## src/rtl/pc_update_unit.sv

```systemverilog
// PC update unit: owns the architectural PC, resolves the next PC from EXU control info
// and alternates between issuing a fetch request and waiting for the resolved result.
module pc_update_unit #(
    parameter int unsigned          ADDR_WIDTH = 32,
    parameter int unsigned          DATA_WIDTH = 32,
    parameter logic [ADDR_WIDTH-1:0] RESET_PC  = 32'h8000_0000,
    parameter int unsigned          CNT_WIDTH  = 32
) (
    input  logic                  clk,
    input  logic                  rst,
    output logic [ADDR_WIDTH-1:0] pc,
    output logic                  pc_valid,
    input  logic                  ifu_ready,
    input  logic                  exu_valid,
    output logic                  exu_ready,
    input  logic [1:0]            pc_sel,
    input  logic [DATA_WIDTH-1:0] imm,
    input  logic [DATA_WIDTH-1:0] rs1,
    input  logic [ADDR_WIDTH-1:0] trap_target,
    output logic                  misalign_err,
    output logic [CNT_WIDTH-1:0]  retire_cnt
);

    localparam logic [0:0] S_ISSUE = 1'b0;
    localparam logic [0:0] S_WAIT  = 1'b1;

    localparam logic [1:0] SEL_SEQ  = 2'b00;
    localparam logic [1:0] SEL_BR   = 2'b01;
    localparam logic [1:0] SEL_JALR = 2'b10;
    localparam logic [1:0] SEL_TRAP = 2'b11;

    // Trap-vector selections are taken as-is; only computed targets are alignment-checked.
    function automatic logic is_misaligned(input logic [1:0] sel, input logic [ADDR_WIDTH-1:0] target);
        is_misaligned = (sel != SEL_TRAP) && target[1];
    endfunction

    logic [0:0]            state_r;
    logic [ADDR_WIDTH-1:0] pc_r;
    logic                  pc_valid_r;
    logic                  exu_ready_r;
    logic                  misalign_r;
    logic [CNT_WIDTH-1:0]  retire_cnt_r;

    logic [ADDR_WIDTH-1:0] target_s;
    logic [ADDR_WIDTH-1:0] next_pc_s;
    logic                  misalign_s;
    logic                  ifu_hs_s;
    logic                  exu_hs_s;

    assign ifu_hs_s = pc_valid_r && ifu_ready;
    assign exu_hs_s = exu_ready_r && exu_valid;

    // Resolve the control-flow target and redirect misaligned ones to the trap vector.
    always_comb begin
        target_s = pc_r + ADDR_WIDTH'(4);
        case (pc_sel)
            SEL_SEQ:  target_s = pc_r + ADDR_WIDTH'(4);
            SEL_BR:   target_s = pc_r + ADDR_WIDTH'(imm);
            SEL_JALR: target_s = (ADDR_WIDTH'(rs1) + ADDR_WIDTH'(imm)) & ~ADDR_WIDTH'(1);
            SEL_TRAP: target_s = trap_target;
            default:  target_s = trap_target;
        endcase
        misalign_s = is_misaligned(pc_sel, target_s);
        if (misalign_s) begin
            next_pc_s = trap_target;
        end else begin
            next_pc_s = target_s;
        end
    end

    // Handshake FSM with registered request/ready flags, PC, error pulse and retire counter.
    always_ff @(posedge clk) begin
        if (rst) begin
            state_r      <= S_ISSUE;
            pc_r         <= RESET_PC;
            pc_valid_r   <= 1'b0;
            exu_ready_r  <= 1'b0;
            misalign_r   <= 1'b0;
            retire_cnt_r <= '0;
        end else begin
            misalign_r <= 1'b0;
            case (state_r)
                S_ISSUE: begin
                    if (ifu_hs_s) begin
                        state_r     <= S_WAIT;
                        pc_valid_r  <= 1'b0;
                        exu_ready_r <= 1'b1;
                    end else begin
                        pc_valid_r  <= 1'b1;
                        exu_ready_r <= 1'b0;
                    end
                end
                S_WAIT: begin
                    if (exu_hs_s) begin
                        state_r      <= S_ISSUE;
                        pc_r         <= next_pc_s;
                        pc_valid_r   <= 1'b1;
                        exu_ready_r  <= 1'b0;
                        misalign_r   <= misalign_s;
                        retire_cnt_r <= retire_cnt_r + CNT_WIDTH'(1);
                    end else begin
                        pc_valid_r  <= 1'b0;
                        exu_ready_r <= 1'b1;
                    end
                end
                default: begin
                    state_r     <= S_ISSUE;
                    pc_valid_r  <= 1'b0;
                    exu_ready_r <= 1'b0;
                end
            endcase
        end
    end

    assign pc           = pc_r;
    assign pc_valid     = pc_valid_r;
    assign exu_ready    = exu_ready_r;
    assign misalign_err = misalign_r;
    assign retire_cnt   = retire_cnt_r;

endmodule

```

## config.mk

```make
export PLATFORM = sky130hd
export DESIGN_NAME = pc_update_unit
export DESIGN_NICKNAME = d
export VERILOG_FILES = /design/src/rtl/pc_update_unit.sv
export SDC_FILE = /design/constraint.sdc
export NUM_CORES = 1
export LEC_CHECK = 0
export CORE_ASPECT_RATIO = 1.2
export CORE_MARGIN = 2
export CORE_UTILIZATION = 40
export DETAILED_ROUTE_END_ITERATION = 10
export PLACE_DENSITY = 0.62
export SETUP_SLACK_MARGIN = 0.05
export SLEW_MARGIN = 10
export SYNTH_ARGS = -nofsm -noshare
export SYNTH_HDL_FRONTEND = slang
export SYNTH_SLANG_ARGS = --single-unit
```

## constraint.sdc

```tcl
create_clock -name clk -period 4.1 [get_ports clk]
set_input_delay 0.41 -clock clk [delete_from_list [all_inputs] [get_ports clk]]
set_output_delay 0.41 -clock clk [all_outputs]
set_load 0.03 [all_outputs]
```

Word-level counts from Yosys, hierarchy flattened --
Cells that the tools add are included.
Storage, ports and cells: register bits after elaboration 67, input bits 102, output and inout bits 67, word-level logic and storage cells 29
Operators by class: add/subtract/negate cells 4, eq/ne operators 4, mux-type cells 8, bitwise operators 2, reductions and logical operators 6
Operators by type and width (number):
- $pmux 32 s4 | 1
- $add 32x32->32 | 2
- $add 32x1->32 const B | 1
- $add 32x3->32 const B | 1
- $mux 32 | 1
- $eq 2x2->1 const B | 2
- $mux 1 | 4
- $pmux 1 s2 | 2
- $logic_and 1x1->1 | 3
- $reduce_or 3->1 | 1
- $eq 2x1->1 const B | 1
- $logic_not 2->1 | 1
- $ne 2x2->1 const B | 1
- $not 1->1 | 2
- $reduce_and 2->1 | 1

Longest topological paths before layout --
depth after elaboration 4, depth in mapped cells 12, gate-level depth less buffers 12

Least setup slack after synthesis --
OpenSTA, ideal clock, no wires.
path kind register to register, start point reg pc_r[6] (netlist: pc[6]), end point reg pc_r[31] (netlist: pc[31]), data arrival time 2.951 ns, required time 3.976 ns, setup slack 1.024 ns, cell stages (with the launch flop) 11, clock period less this slack 3.076 ns, path through dfxtp_1 -> ha_1 -> a2111oi_4 -> o21ai_2 -> a41oi_2 -> a22oi_2 -> a311oi_4 -> o31ai_2 -> a221oi_2 -> a31oi_1 -> a2111o_1
On the way: cells in the longest elaborated chain, start to end 3
RTL lines:
- from (decl) | line 38 | logic [ADDR_WIDTH-1:0] pc_r;
- from (signal assigned) | line 96 | pc_r <= next_pc_s;
- $add 32x32->32 or $add 32x3->32 (tied branches) | line 58, 57
- $pmux 32 s4 (*) | line 56 | case (pc_sel)
- $mux 32 (*) | line 64 | if (misalign_s) begin
Mark *: on every way between the ends. The rest lies on a longest branch, timed or not. A chain may end at the register's enable or synchronous reset.

Worst setup path in the final report --
start point in imm[2], end point reg pc_r[27] (netlist: pc[27])
On the way: cells in the longest elaborated chain, start to end 3
RTL lines:
- from (decl) | line 17 | input logic [DATA_WIDTH-1:0] imm,
- $add 32x32->32 (on tied branches) | line 59, 58
- $pmux 32 s4 (*) | line 56
- $mux 32 (*) | line 64
Marks and branches as above.

==> results.json <==
{
  "status": "completed",
  "fmax_ghz": 0.2840,
  "postSynthCellCount": 1023,
  "overflow": 0,
  "slew_viol_final": 0,
  "grt_antenna_before_repair": 0,
  "ir_worst_vdd_mv": 0.2037,
  "tritoncts": "built",
  "drv_cap": 0,
  "drive_gt1_share_pct": 4.814,
  "hold_viol": 0,
  "worstHoldPathCells": 2,
  "regToRegEndpoint": "pc[29]",
  "routabilityCongestion": 0.9474,
  "r2r_slack_ps": 720,
  "synth_seq_cells": 67,
  "worst-r2r-cell-count": 10,
  "crit_path_frequent_cell": "a221oi_1",
  "synth_edf_count": 0,
  "yosysSeqAreaShare_pct": 17.81,
  "grt_max_degree": 45,
  "fin_crit_sh_pct": 85.89,
  "grt_pass1_vias": 8085,
  "syn2layout_area_growth_pct": 30.09,
  "routedWlPerCell_um": 19.34,
  "nets": 1350,
  "yosys_most_used_dff": "dfxtp_1",
  "p_leak_nw": 3.783,
  "coreArea_um2": 18310,
  "drt_first_pass_iters": 5,
  "path_delay_family": "compound AO/OA/AOI/OAI gates",
  "cp-end-kind": "register",
  "max_stage_delay_ps": 680,
  "power_density_nw_per_um2": 235.1,
  "fin_crit_ps": 3522,
  "ant_nets": 0,
  "total_power_mw": 2.303,
  "cts.repair.resized": 0,
  "io_buffers": 168,
  "rsz0062_at_grt": "false",
  "path_buf_inv": 1,
  "wl_um": 27770,
  "synthArstFlopShare_pct": 0,
  "cts_buffer_depth": 2,
  "clkTransAtPathRegs_ps": 60,
  "cts_sinks": 67,
  "dpl.hpwl_um": 21290,
  "finalSetupTns_ps": 0,
  "hold_path_end": "retire_cnt[16]",
  "root_buffer": "clkbuf_16",
  "dp.cells": 1420,
  "post_cts_buffers": 0,
  "swShare_pct": 36.58,
  "vias": 8554,
  "p_comb_share_pct": 37.0,
  "timing.rr.start": "pc[2]",
  "power.switching_mw": 0.8427,
  "clk_latency_ps": 350,
  "cts_buffers": 9,
  "io_pins": 169,
  "clockPowerShare_pct": 33.2,
  "row_count": 54,
  "yosys_warnings": 0,
  "post-route-drc-count": 0,
  "tightest_slew_ps": 909.7,
  "worstPathCellList": "clkdlybuf4s50_1 > ha_1 > a21oi_1 > o21ai_0 > a31oi_1 > o21ai_1 > a221oi_1 > o21a_1 > xnor2_1 > a221oi_1 > a2111oi_0",
  "syn_avg_cell_area_um2": 7.362,
  "seqPwrFrac_pct": 29.8,
  "slew_headroom_pct": 39.13,
  "hold_buffers": 0,
  "worstHoldPathType": "primary input to register",
  "ys_types": 76,
  "die_h_um": 154.3,
  "crit_arrival_ps": 3750,
  "final_cells": 1436,
  "drt_iter0_drc": 645,
  "setup_viol": 0,
  "synth_area_um2": 7531,
  "crit_path_start_kind": "primary input",
  "dieWidth_um": 129.3,
  "htree_levels": 3,
  "grt_pass1_wl_um": 43040,
  "vias_per_cell": 5.957,
  "cp.required_ps": 4330,
  "worstHoldStart": "rst",
  "power.internal_mw": 1.461,
  "start_util_pct": 41.13,
  "crit_type": "primary input to register",
  "synthesis.nets": 1194,
  "die_area_um2": 19950,
  "grt.total_usage_pct": 27.39,
  "crit_slowest_cell": "a221oi_1",
  "diodes": 0,
  "crit_path_max_fanout": 4,
  "fin_worst_skew_ps": 7.889
}
state kept, by name, summed over array words and instances, names as in the netlist:
| signal | flops |
|---|---|
| pc | 32 |
| misalign_err | 1 |
| retire_cnt | 32 |
| exu_ready | 1 |
| pc_valid | 1 |
worst max path at each step:
stage                start     end  slack [ps]  cells after the start
floorplan            pc[6]  pc[31]        1020                     10
global placement    imm[1]  pc[22]         330                     12
detailed placement  imm[2]  pc[27]         280                     11
CTS                 imm[2]  pc[27]         630                     11
global route        imm[2]  pc[27]         410                     11
finish              imm[2]  pc[27]         580                     11
cell usage in the layout, fill, tap and decap left out, types with 15 or more instances in the layout:
cell type / netlist / layout
clkdlybuf4s50_1: 0 / 167
nand2_1: 111 / 111
nor2_1: 100 / 99
a21oi_1: 91 / 91
o21ai_0: 68 / 68
ha_1: 67 / 67
dfxtp_1: 67 / 67
xnor2_1: 48 / 48
xor2_1: 46 / 46
nand3_1: 37 / 37
and3_1: 27 / 27
inv_1: 26 / 26
a21o_1: 25 / 25
a221oi_1: 22 / 22
a211oi_1: 21 / 21
buf_4: 0 / 20
nand4_1: 18 / 18
o221ai_1: 15 / 15
power groups by stage:
stage          clock network [mW]  logic, mW  registers, mW
3_3_place_gp                    0      0.835          0.701
2_1_floorplan                   0      0.501          0.721
4_1_cts                     0.773      0.842          0.687
6_report                    0.765      0.851          0.687
3_5_place_dp                    0      0.836          0.701
5_1_grt                     0.803      0.926          0.688
worst register-to-register path: cells and delay by family, from the launching register on:
kind / cells / cell delay, ps
compound gates: 9 / 2420
fa+ha+maj: 1 / 340
flops: 1 / 480
Yosys cell counts, types with 3 or more instances:
cell	instances	share of area [%]
buf_1	5	0.25
clkbuf_1	35	1.7
a311oi_1	4	0.47
nand3_1	37	2.5
o21a_1	8	0.80
inv_1	26	1.3
nand4_1	18	1.5
a31oi_1	10	0.83
a221oi_1	22	2.6
o311ai_0	3	0.35
nor3_1	12	0.80
and3_1	27	2.2
o21ai_0	68	4.5
a22oi_1	3	0.30
nor2b_1	8	0.66
xnor2_1	48	5.6
nand2b_1	12	1.0
o211ai_1	12	1.2
o31ai_1	7	0.70
a211o_1	3	0.35
a2111o_1	3	0.45
xor2_1	46	5.3
a221o_1	4	0.53
o22ai_1	3	0.25
o21bai_1	12	1.2
a21o_1	25	2.5
a211oi_1	21	2.1
a31o_2	4	0.47
o221ai_1	15	1.7
and4_1	8	0.93
mux2i_1	7	0.93
nor2_1	100	5.0
or3_1	12	1.0
dfxtp_1	67	18
and2_1	8	0.66
a21oi_1	91	6.0
nand2_1	111	5.5
a21boi_0	3	0.30
ha_1	67	11
routing by layer:
metal	routed length, µm	track usage (%)
met1	11600	34.27
met2	13240	46.37
met3	1854	3.528
met4	1072	12.63
met5	0	0
logic make-up after synthesis:
kind of cell,count (synthesis),share of synthesized area (%)
flops,67,17.81
buf+inv,70,3.539
xor+xnor,94,10.93
fa+ha+maj,69,11.66
mux,8,1.080
simple gates,361,22.58
compound gates,354,32.40
through the flow:
step | hold slack [ps] | utilization, % | setup WS (ps) | area [µm²]
3_5_place_dp | 491.1 | 51.94 | 279.1 | 9510
2_1_floorplan | 541.0 | - | 1024 | 7531
3_3_place_gp | 483.5 | 51.94 | 332.9 | 9510
6_report | 444.3 | 53.51 | 578.3 | 9797
4_1_cts | 446.4 | 53.51 | 625.9 | 9797
5_1_grt | 475.7 | 53.51 | 408.4 | 9797
cell type report:
class / count / area, µm²
multi-input cells: 886 / 5926
flip-flops and latches: 67 / 1341
well taps: 252 / 315.3
fillers: 1783 / 8513
repair buffers: 188 / 1827
clock buffers: 10 / 239.0
inverters: 27 / 101.3
clock inverters: 6 / 47.55
Note: power is estimated with default switching activity, not from simulation.
